**src/rtl/alu_dispatch_pkg.sv**
```systemverilog
// Shared definitions for the ALU dispatcher and the ALU it drives:
// default widths, ALUop encodings and the dispatcher FSM states.
package alu_dispatch_pkg;

    localparam int ALU_DATA_WIDTH = 32;
    localparam int ALU_ADDR_WIDTH = 5;

    localparam logic [2:0] OP_AND = 3'b000;
    localparam logic [2:0] OP_OR  = 3'b001;
    localparam logic [2:0] OP_ADD = 3'b010;
    localparam logic [2:0] OP_SUB = 3'b110;
    localparam logic [2:0] OP_SLT = 3'b111;

    typedef enum logic [1:0] {
        ST_IDLE = 2'd0,
        ST_EXEC = 2'd1,
        ST_WB   = 2'd2
    } state_e;

    // Only the arithmetic ops can have their write-back squashed by overflow.
    function automatic logic op_can_overflow(input logic [2:0] op);
        return (op == OP_ADD) || (op == OP_SUB);
    endfunction

endpackage

```
**src/rtl/alu_dispatch_reg_file.sv**
```systemverilog
// Register file: two async operand read ports plus an async debug tap, one sync write port.
// Synchronous reset clears every entry; entry 0 always reads zero and ignores writes.
module reg_file
    import alu_dispatch_pkg::*;
#(
    parameter int DW = ALU_DATA_WIDTH,
    parameter int AW = ALU_ADDR_WIDTH
) (
    input  logic          clk,
    input  logic          rst,
    input  logic [AW-1:0] ra_addr,
    output logic [DW-1:0] ra_data,
    input  logic [AW-1:0] rb_addr,
    output logic [DW-1:0] rb_data,
    input  logic [AW-1:0] dbg_addr,
    output logic [DW-1:0] dbg_data,
    input  logic          we,
    input  logic [AW-1:0] wa,
    input  logic [DW-1:0] wd
);

    localparam int NREG = 1 << AW;

    logic [DW-1:0] regs_q [NREG];

    always_ff @(posedge clk) begin
        if (rst) begin
            for (int i = 0; i < NREG; i++) begin
                regs_q[i] <= '0;
            end
        end else if (we && (wa != '0)) begin
            regs_q[wa] <= wd;
        end
    end

    assign ra_data  = (ra_addr  == '0) ? '0 : regs_q[ra_addr];
    assign rb_data  = (rb_addr  == '0) ? '0 : regs_q[rb_addr];
    assign dbg_data = (dbg_addr == '0) ? '0 : regs_q[dbg_addr];

endmodule

```
**src/rtl/alu_dispatch.sv**
```systemverilog
// Dispatches one register/immediate command to an external combinational ALU every 3 cycles:
// IDLE accepts and latches operands, EXEC captures result+flags, WB writes back and pulses done.
module alu_dispatch #(
    parameter int DATA_WIDTH = alu_dispatch_pkg::ALU_DATA_WIDTH,
    parameter int ADDR_WIDTH = alu_dispatch_pkg::ALU_ADDR_WIDTH
) (
    input  logic                  clk,
    input  logic                  rst,
    input  logic                  cmd_valid,
    output logic                  cmd_ready,
    input  logic [2:0]            cmd_op,
    input  logic [ADDR_WIDTH-1:0] cmd_rs,
    input  logic [ADDR_WIDTH-1:0] cmd_rt,
    input  logic [ADDR_WIDTH-1:0] cmd_rd,
    input  logic                  cmd_imm_en,
    input  logic [DATA_WIDTH-1:0] cmd_imm,
    output logic [DATA_WIDTH-1:0] alu_A,
    output logic [DATA_WIDTH-1:0] alu_B,
    output logic [2:0]            alu_op,
    input  logic [DATA_WIDTH-1:0] alu_result,
    input  logic                  alu_zero,
    input  logic                  alu_overflow,
    input  logic                  alu_carryout,
    output logic                  done,
    output logic                  done_zero,
    output logic                  done_ovf,
    output logic                  done_carry,
    input  logic [ADDR_WIDTH-1:0] dbg_addr,
    output logic [DATA_WIDTH-1:0] dbg_data
);
    import alu_dispatch_pkg::*;

    state_e                  state_q, state_d;
    logic [DATA_WIDTH-1:0]   a_q, b_q, res_q;
    logic [DATA_WIDTH-1:0]   b_d;
    logic [2:0]              op_q;
    logic [ADDR_WIDTH-1:0]   rd_q;
    logic                    zero_q, ovf_q, carry_q;
    logic [DATA_WIDTH-1:0]   rs_data, rt_data;
    logic                    accept;
    logic                    in_wb;
    logic                    wb_en;

    assign cmd_ready = (state_q == ST_IDLE);
    assign accept    = cmd_valid && cmd_ready;
    assign b_d       = cmd_imm_en ? cmd_imm : rt_data;

    always_comb begin
        state_d = state_q;
        case (state_q)
            ST_IDLE: if (accept) state_d = ST_EXEC;
            ST_EXEC: state_d = ST_WB;
            ST_WB:   state_d = ST_IDLE;
            default: state_d = ST_IDLE;
        endcase
    end

    always_ff @(posedge clk) begin
        if (rst) begin
            state_q <= ST_IDLE;
            a_q     <= '0;
            b_q     <= '0;
            op_q    <= OP_AND;
            rd_q    <= '0;
            res_q   <= '0;
            zero_q  <= 1'b0;
            ovf_q   <= 1'b0;
            carry_q <= 1'b0;
        end else begin
            state_q <= state_d;
            if (accept) begin
                a_q  <= rs_data;
                b_q  <= b_d;
                op_q <= cmd_op;
                rd_q <= cmd_rd;
            end
            if (state_q == ST_EXEC) begin
                res_q   <= alu_result;
                zero_q  <= alu_zero;
                ovf_q   <= alu_overflow;
                carry_q <= alu_carryout;
            end
        end
    end

    // Gating with rst keeps a reset asserted in WB from leaking a done pulse or a write.
    assign in_wb = (state_q == ST_WB) && !rst;
    assign wb_en = in_wb && !(op_can_overflow(op_q) && ovf_q);

    assign alu_A      = a_q;
    assign alu_B      = b_q;
    assign alu_op     = op_q;
    assign done       = in_wb;
    assign done_zero  = in_wb && zero_q;
    assign done_ovf   = in_wb && ovf_q;
    assign done_carry = in_wb && carry_q;

    reg_file #(
        .DW (DATA_WIDTH),
        .AW (ADDR_WIDTH)
    ) u_reg_file (
        .clk      (clk),
        .rst      (rst),
        .ra_addr  (cmd_rs),
        .ra_data  (rs_data),
        .rb_addr  (cmd_rt),
        .rb_data  (rt_data),
        .dbg_addr (dbg_addr),
        .dbg_data (dbg_data),
        .we       (wb_en),
        .wa       (rd_q),
        .wd       (res_q)
    );

endmodule

```
**config.mk**
```make
export PLATFORM = sky130hd
export DESIGN_NAME = alu_dispatch
export DESIGN_NICKNAME = d
export VERILOG_FILES = /design/src/rtl/alu_dispatch_pkg.sv /design/src/rtl/alu_dispatch_reg_file.sv /design/src/rtl/alu_dispatch.sv
export SDC_FILE = /design/constraint.sdc
export NUM_CORES = 2
export LEC_CHECK = 0
export CAP_MARGIN = 10
export CELL_PAD_IN_SITES_DETAIL_PLACEMENT = 0
export CELL_PAD_IN_SITES_GLOBAL_PLACEMENT = 1
export CORE_AREA = 10 10 377 379
export CTS_BUF_LIST = sky130_fd_sc_hd__clkbuf_2
export DETAILED_ROUTE_END_ITERATION = 7
export DIE_AREA = 0 0 387 389
export PLACE_DENSITY_LB_ADDON = 0.1
export SYNTH_ARGS = -nofsm -noshare
export SYNTH_HDL_FRONTEND = slang
export SYNTH_HIERARCHICAL = 1
export SYNTH_SLANG_ARGS = --single-unit
```
**constraint.sdc**
```tcl
create_clock -name clk -period 6 [get_ports clk]
set_input_delay 1.2 -clock clk [delete_from_list [all_inputs] [get_ports clk]]
set_output_delay 1.2 -clock clk [all_outputs]
set_load 0.05 [all_outputs]
```
Word-level counts from Yosys, hierarchy flattened

Memory sizes are Yosys's and may differ from the RTL's.
Cells that the tools add are included.

Register bits after elaboration: 109
Memories kept: 1
Word-level logic and storage cells: 46
Output and inout port bits: 104
RAM bits: 1024

Memories:

| name              | depth | bits a word | read ports | clocked after memory_dff | wr ports | RTL line                    | source |
|---|---|---|---|---|---|---|---|
| u_reg_file.regs_q | 32    | 32          | 3          | 0                        | 32       | alu_dispatch_reg_file.sv:24 | `logic [DW-1:0] regs_q [NREG];` |

Equal/unequal tests: 5
Muxes and demuxes: 14
Reductions and logical operators: 17

Operator list:

| kind                                          | count |
|---|---|
| 2-to-1 mux 32 bit                             | 5 |
| OR reduction 32 bit                           | 1 |
| logical NOT 5 bit                             | 3 |
| logical AND 1 bit                             | 8 |
| 2-to-1 mux 1 bit                              | 6 |
| 2-to-1 mux 5 bit                              | 1 |
| nonzero test 5 bit                            | 1 |
| case mux 2 bit (2 select lines)               | 1 |
| == test 3 x 2 -> 1 bit, second input constant | 1 |
| == test 3 bit, second input constant          | 1 |
| == test 2 x 1 -> 1 bit, second input constant | 1 |
| == test 2 bit, second input constant          | 1 |
| logical NOT 1 bit                             | 2 |
| logical NOT 2 bit                             | 1 |
| 2-to-1 mux 2 bit                              | 1 |
| != test 2 x 1 -> 1 bit, second input constant | 1 |
| logical OR 1 bit                              | 1 |

Logic depth before layout (Yosys ltp)

Word-level depth: 11
Mapped depth: 11
Depth with buffers taken out: 7

Cells and area by module

Netlist, hierarchy kept.

Modules (own cells, without submodules):

| module       | area an instance (µm²) | cells an instance | times used | seq. area each (µm²) |
|---|---|---|---|---|
| reg_file     | 62645.1                | 4255              | 1          | 30749.5 |
| alu_dispatch | 4082.7                 | 484               | 1          | 2182.1 |

Least setup slack after synthesis

Ideal clock, no wire load.

Path kind: input to output
Start point: input port dbg_addr[0]
End point: output port dbg_data[31]
Stages on the path: 8
Buffers on the path: 4
Arrival: 4.043 ns
Slack: 0.757 ns
Cell sequence: buf_2 -> buf_6 -> buf_4 -> buf_6 -> mux2i_1 -> a221oi_1 -> o21ai_1 -> a2111oi_1

Cells in the longest elaborated chain, start to end: 2
Elaborated cells between the ends (all ways): 3
Classes of those cells: mux: 1; reduce/logical: 1; memory: 1

Ends and longest elaborated chain:

| element                                                   | RTL line                    | source |
|---|---|---|
| start, declared                                           | alu_dispatch.sv:28          | `input logic [ADDR_WIDTH-1:0] dbg_addr,` |
| memory (32 x 32 bit) or logical NOT 5 bit (tied branches) | --                          |  |
| 2-to-1 mux 32 bit (*)                                     | alu_dispatch_reg_file.sv:38 | `assign dbg_data = (dbg_addr == '0) ? '0 : regs_q[dbg_addr];` |
| end, declared                                             | alu_dispatch.sv:29          | `output logic [DATA_WIDTH-1:0] dbg_data` |

Every way passes the cells marked *; elsewhere a longest branch is shown, timed or not.

Worst setup path in the final report

Start point: input port dbg_addr[1]
End point: output port dbg_data[10]

Same word-level chain as after synthesis.

==> results.yml <==
run_status:
  status: "complete, no violations"
yosys:
  syn_avg_cell_area_um2: 14.1
  syn_inst: 4739
  synth_simple_gate_area_share: 0.128
  synth_cell_type_count: 50
  ys_async_sr_fraction: 0
  synth_edf_count: 1024
  yosys_warnings: 6
  synth.area.mux_share: 0.285
  yosysSeqAreaShare: 0.494
  synth_seq_cells: 1133
  synth_xor_area_frac: 0
  synthAdderAreaFrac: 0
  netlist_area_um2: 66700
  synth_ff_type: "edfxtp_1"
  synth_top_family_by_area: "multiplexers"
  synth_compound_area_frac: 0.0561
timing:
  slew_violations: 0
  rsz0062_at_grt: "no"
  setup_viol: 0
  fin_tns_setup_ns: 0
  finalCritPeriodShare: 0.964
  finClkSkew_ns: 0.124
  relSlewSlack: 0.144
  setup_ws_ns: 0.215
  period_needed_ns: 5.78
  hold_viol: 0
  max_freq_mhz: 173
  worst_pin_slew_ns: 1.28
floorplan:
  coreArea_um2: 135000
  fp.dieW_um: 387
  die-area_um2: 151000
  pin_count: 198
  die_h_um: 389
  rows: 135
  start_util: 0.496
grt:
  grt_first_pass_wirelength_um: 355000
  grt_max_degree: 176
  grt_overflow: 0
  antenna_found_initial: 13
  global_route.usage.met2: 0.506
  use_met3: 0.0733
  grt_use_met1: 0.430
  grt_pass1_vias: 47497
  grt_use_total: 0.330
  top_usage_layer: "met2"
final_layout:
  fin_nets: 5122
  synthToLayoutAreaGrowth_pct: 11.3
  fin_area_um2: 74300
  layout-drive-gt1-share: 0.301
routing:
  wirelength_um: 253000
  drc: 0
  vias: 47586
  via_per_inst: 6.77
  dr.pass1.iters: 6
  ant_nets: 0
  routedWlPerCell_um: 36.1
  first_iter_violations: 7358
critical_path:
  r2r_slack_ns: 2.09
  critPathArrivalTime_ns: 4.58
  critical-path-max-stage-delay_ns: 1.01
  crit_buf_inv: 3
  critPathTopFamily: "simple AND/OR/NAND/NOR gates"
  r2r_cells: 8
  crit_fanout: 27
  endpoint_kind: "output port"
  path_common_cell: "buf_4"
  timing.rr.end: "u_reg_file/regs_q[8][6]$_SDFFCE_PN0P_"
  crit_slowest_cell: "a2111oi_0"
  critical_path.cell_chain: "buf_4 > or3_2 > buf_4 > o22ai_1 > a2111oi_0 > nor3_1 > buf_12"
  worstReg2RegStart: "state_q[1]$_SDFFE_PP0P_"
  start_kind: "input pin"
  path_class: "in2out"
  worstPathRequired_ns: 4.80
place:
  dpl-instance-area_um2: 71200
  dpl.hpwl_um: 156000
  routabilityCongestion: 0.933
  post-place-ws_ns: 0.255
  portBuffers: 197
clock_tree:
  cts_tree: "done"
  cts-root-buf: "clkbuf_2"
  cts.clk_slew.worst_paths_ns: 0.09
  cts_buffers: 318
  cts_htree_levels: 5
  cts.sinks: 1133
  max-clock-path-buffers: 4
  postCtsSetupBuffers: 0
  clk_latency_ns: 1.74
job:
  cap_viol_max_count: 0
pwr:
  peakVddDrop_uv: 184
  powerDensity_nw_per_um2: 239
  p_leak_uw: 0.0272
min_path:
  hp-class: "in2reg"
  hold_start: "rst"
  hold_depth: 3
  hold_end: "state_q[0]$_SDFFE_PP0P_"
-- stage by stage --
stage / power (µW) / cells / utilization / hold WS (ns)
2_1_floorplan: 11100 / 4770 / - / 0.432
3_3_place_gp: 12300 / 6450 / 0.529 / 0.439
3_5_place_dp: 12300 / 6450 / 0.529 / 0.446
4_1_cts: 17800 / 7017 / 0.551 / 0.00475
5_1_grt: 18400 / 7024 / 0.552 / 0.0585
6_report: 17800 / 7027 / 0.552 / 0.147
-- cell usage after synthesis (5+ instances only) --
cell type | number | area (µm²)
nand3_1 | 6 | 30.0
nor4_1 | 23 | 144
nor2_1 | 72 | 270
buf_2 | 110 | 551
clkbuf_1 | 333 | 1250
buf_6 | 24 | 270
mux2_2 | 68 | 766
buf_4 | 42 | 315
nor2b_1 | 47 | 294
a22o_1 | 53 | 464
nand2b_1 | 11 | 68.8
mux2i_1 | 340 | 3400
or2_2 | 34 | 213
edfxtp_1 | 1024 | 30700
mux4_2 | 659 | 14800
a211oi_1 | 86 | 646
a22oi_1 | 88 | 661
o22ai_1 | 93 | 582
dfxtp_1 | 109 | 2180
nand2_1 | 177 | 664
and2_1 | 1016 | 6360
a32o_1 | 7 | 70.1
a21oi_1 | 122 | 611
a2111oi_0 | 27 | 236
o32ai_1 | 16 | 140
a31oi_1 | 5 | 31.3
buf_1 | 20 | 75.1
o221ai_1 | 26 | 228
nor3_1 | 64 | 320
-- area by class of cell --
| cell class | instances | area [µm²] |
|---|---|---|
| Inverter | 4 | 15.0 |
| Clock inverter | 61 | 318 |
| Timing Repair Buffer | 468 | 4690 |
| Tap cell | 1781 | 2230 |
| Sequential cell | 1133 | 32900 |
| Multi-Input combinational cell | 3103 | 31700 |
| Clock buffer | 467 | 2340 |
| Fill cell | 11014 | 60400 |
| Antenna cell | 10 | 25.0 |
-- cells by family after synthesis --
family	count (synthesis)
AND/OR/NAND/NOR	1472
other	1
multiplexers	1067
buffers and inverters	534
AO/OA/AOI/OAI	532
flip-flops	1133
-- report_power, final --
| part | switching [µW] | leakage (µW) | total, µW | internal [µW] |
|---|---|---|---|---|
| Sequential | 301 | 0.0115 | 9180 | 8880 |
| Clock | 3370 | 0.00210 | 5540 | 2170 |
| Combinational | 1810 | 0.0136 | 3060 | 1250 |
| Total | 5480 | 0.0272 | 17800 | 12300 |
-- registers in the layout, summed over array words and instances (netlist names) --
register and count:
u_reg_file/regs_q 1024, alu_A 32, alu_B 32, res_q 32, rd_q 5, alu_op 3, state_q 2, carry_q 1
ovf_q 1, zero_q 1
-- routing by layer --
layer | share of wire | wire length, µm
met4 | 0.066 | 16800
met3 | 0.11 | 29100
met5 | 0.000028 | 7
met2 | 0.45 | 115000
met1 | 0.37 | 92900
-- cell usage in the layout, fill, tap and decap left out, types with 64 or more instances in the layout --
cell type and count:
clkbuf_2 467, dfxtp_1 109, nand2_1 176, a21oi_1 122, a22oi_1 88, mux2_2 68, mux2i_1 340, o22ai_1 93
nor3_1 64, and2_1 1014, edfxtp_1 1024, a211oi_1 86, clkdlybuf4s50_1 150, buf_4 213, mux4_2 659
-- timing repair --
| item | 4_1_cts | 5_1_grt |
|---|---|---|
| hold buffers | 39 | 0 |
| resized for setup | 0 | 0 |
| hold endpoints to repair | 39 | 0 |
-- how the worst max path moves through the flow --
stage	slack (ns)	endpoint	depth (start not counted)	start
6_report	0.22	dbg_data[10]	7	dbg_addr[1]
5_1_grt	0.29	dbg_data[10]	7	dbg_addr[1]
4_1_cts	0.23	dbg_data[10]	5	u_reg_file/regs_q[10][10]$_SDFFCE_PN0P_
3_5_place_dp	0.26	dbg_data[10]	7	dbg_addr[1]
3_3_place_gp	0.29	dbg_data[10]	7	dbg_addr[1]
2_1_floorplan	0.76	dbg_data[31]	8	dbg_addr[0]
-- worst register-to-register path, cell delays in order, from the launching register on --
cell and delay (ns):
dfxtp_1 0.49, nor3b_1 0.52, inv_1 0.08, a31oi_1 0.34, nor3b_1 0.31, nand2b_1 0.55
nor2_2 0.35, or2_2 0.27, buf_4 0.57
(Power assumes the default switching activity.)
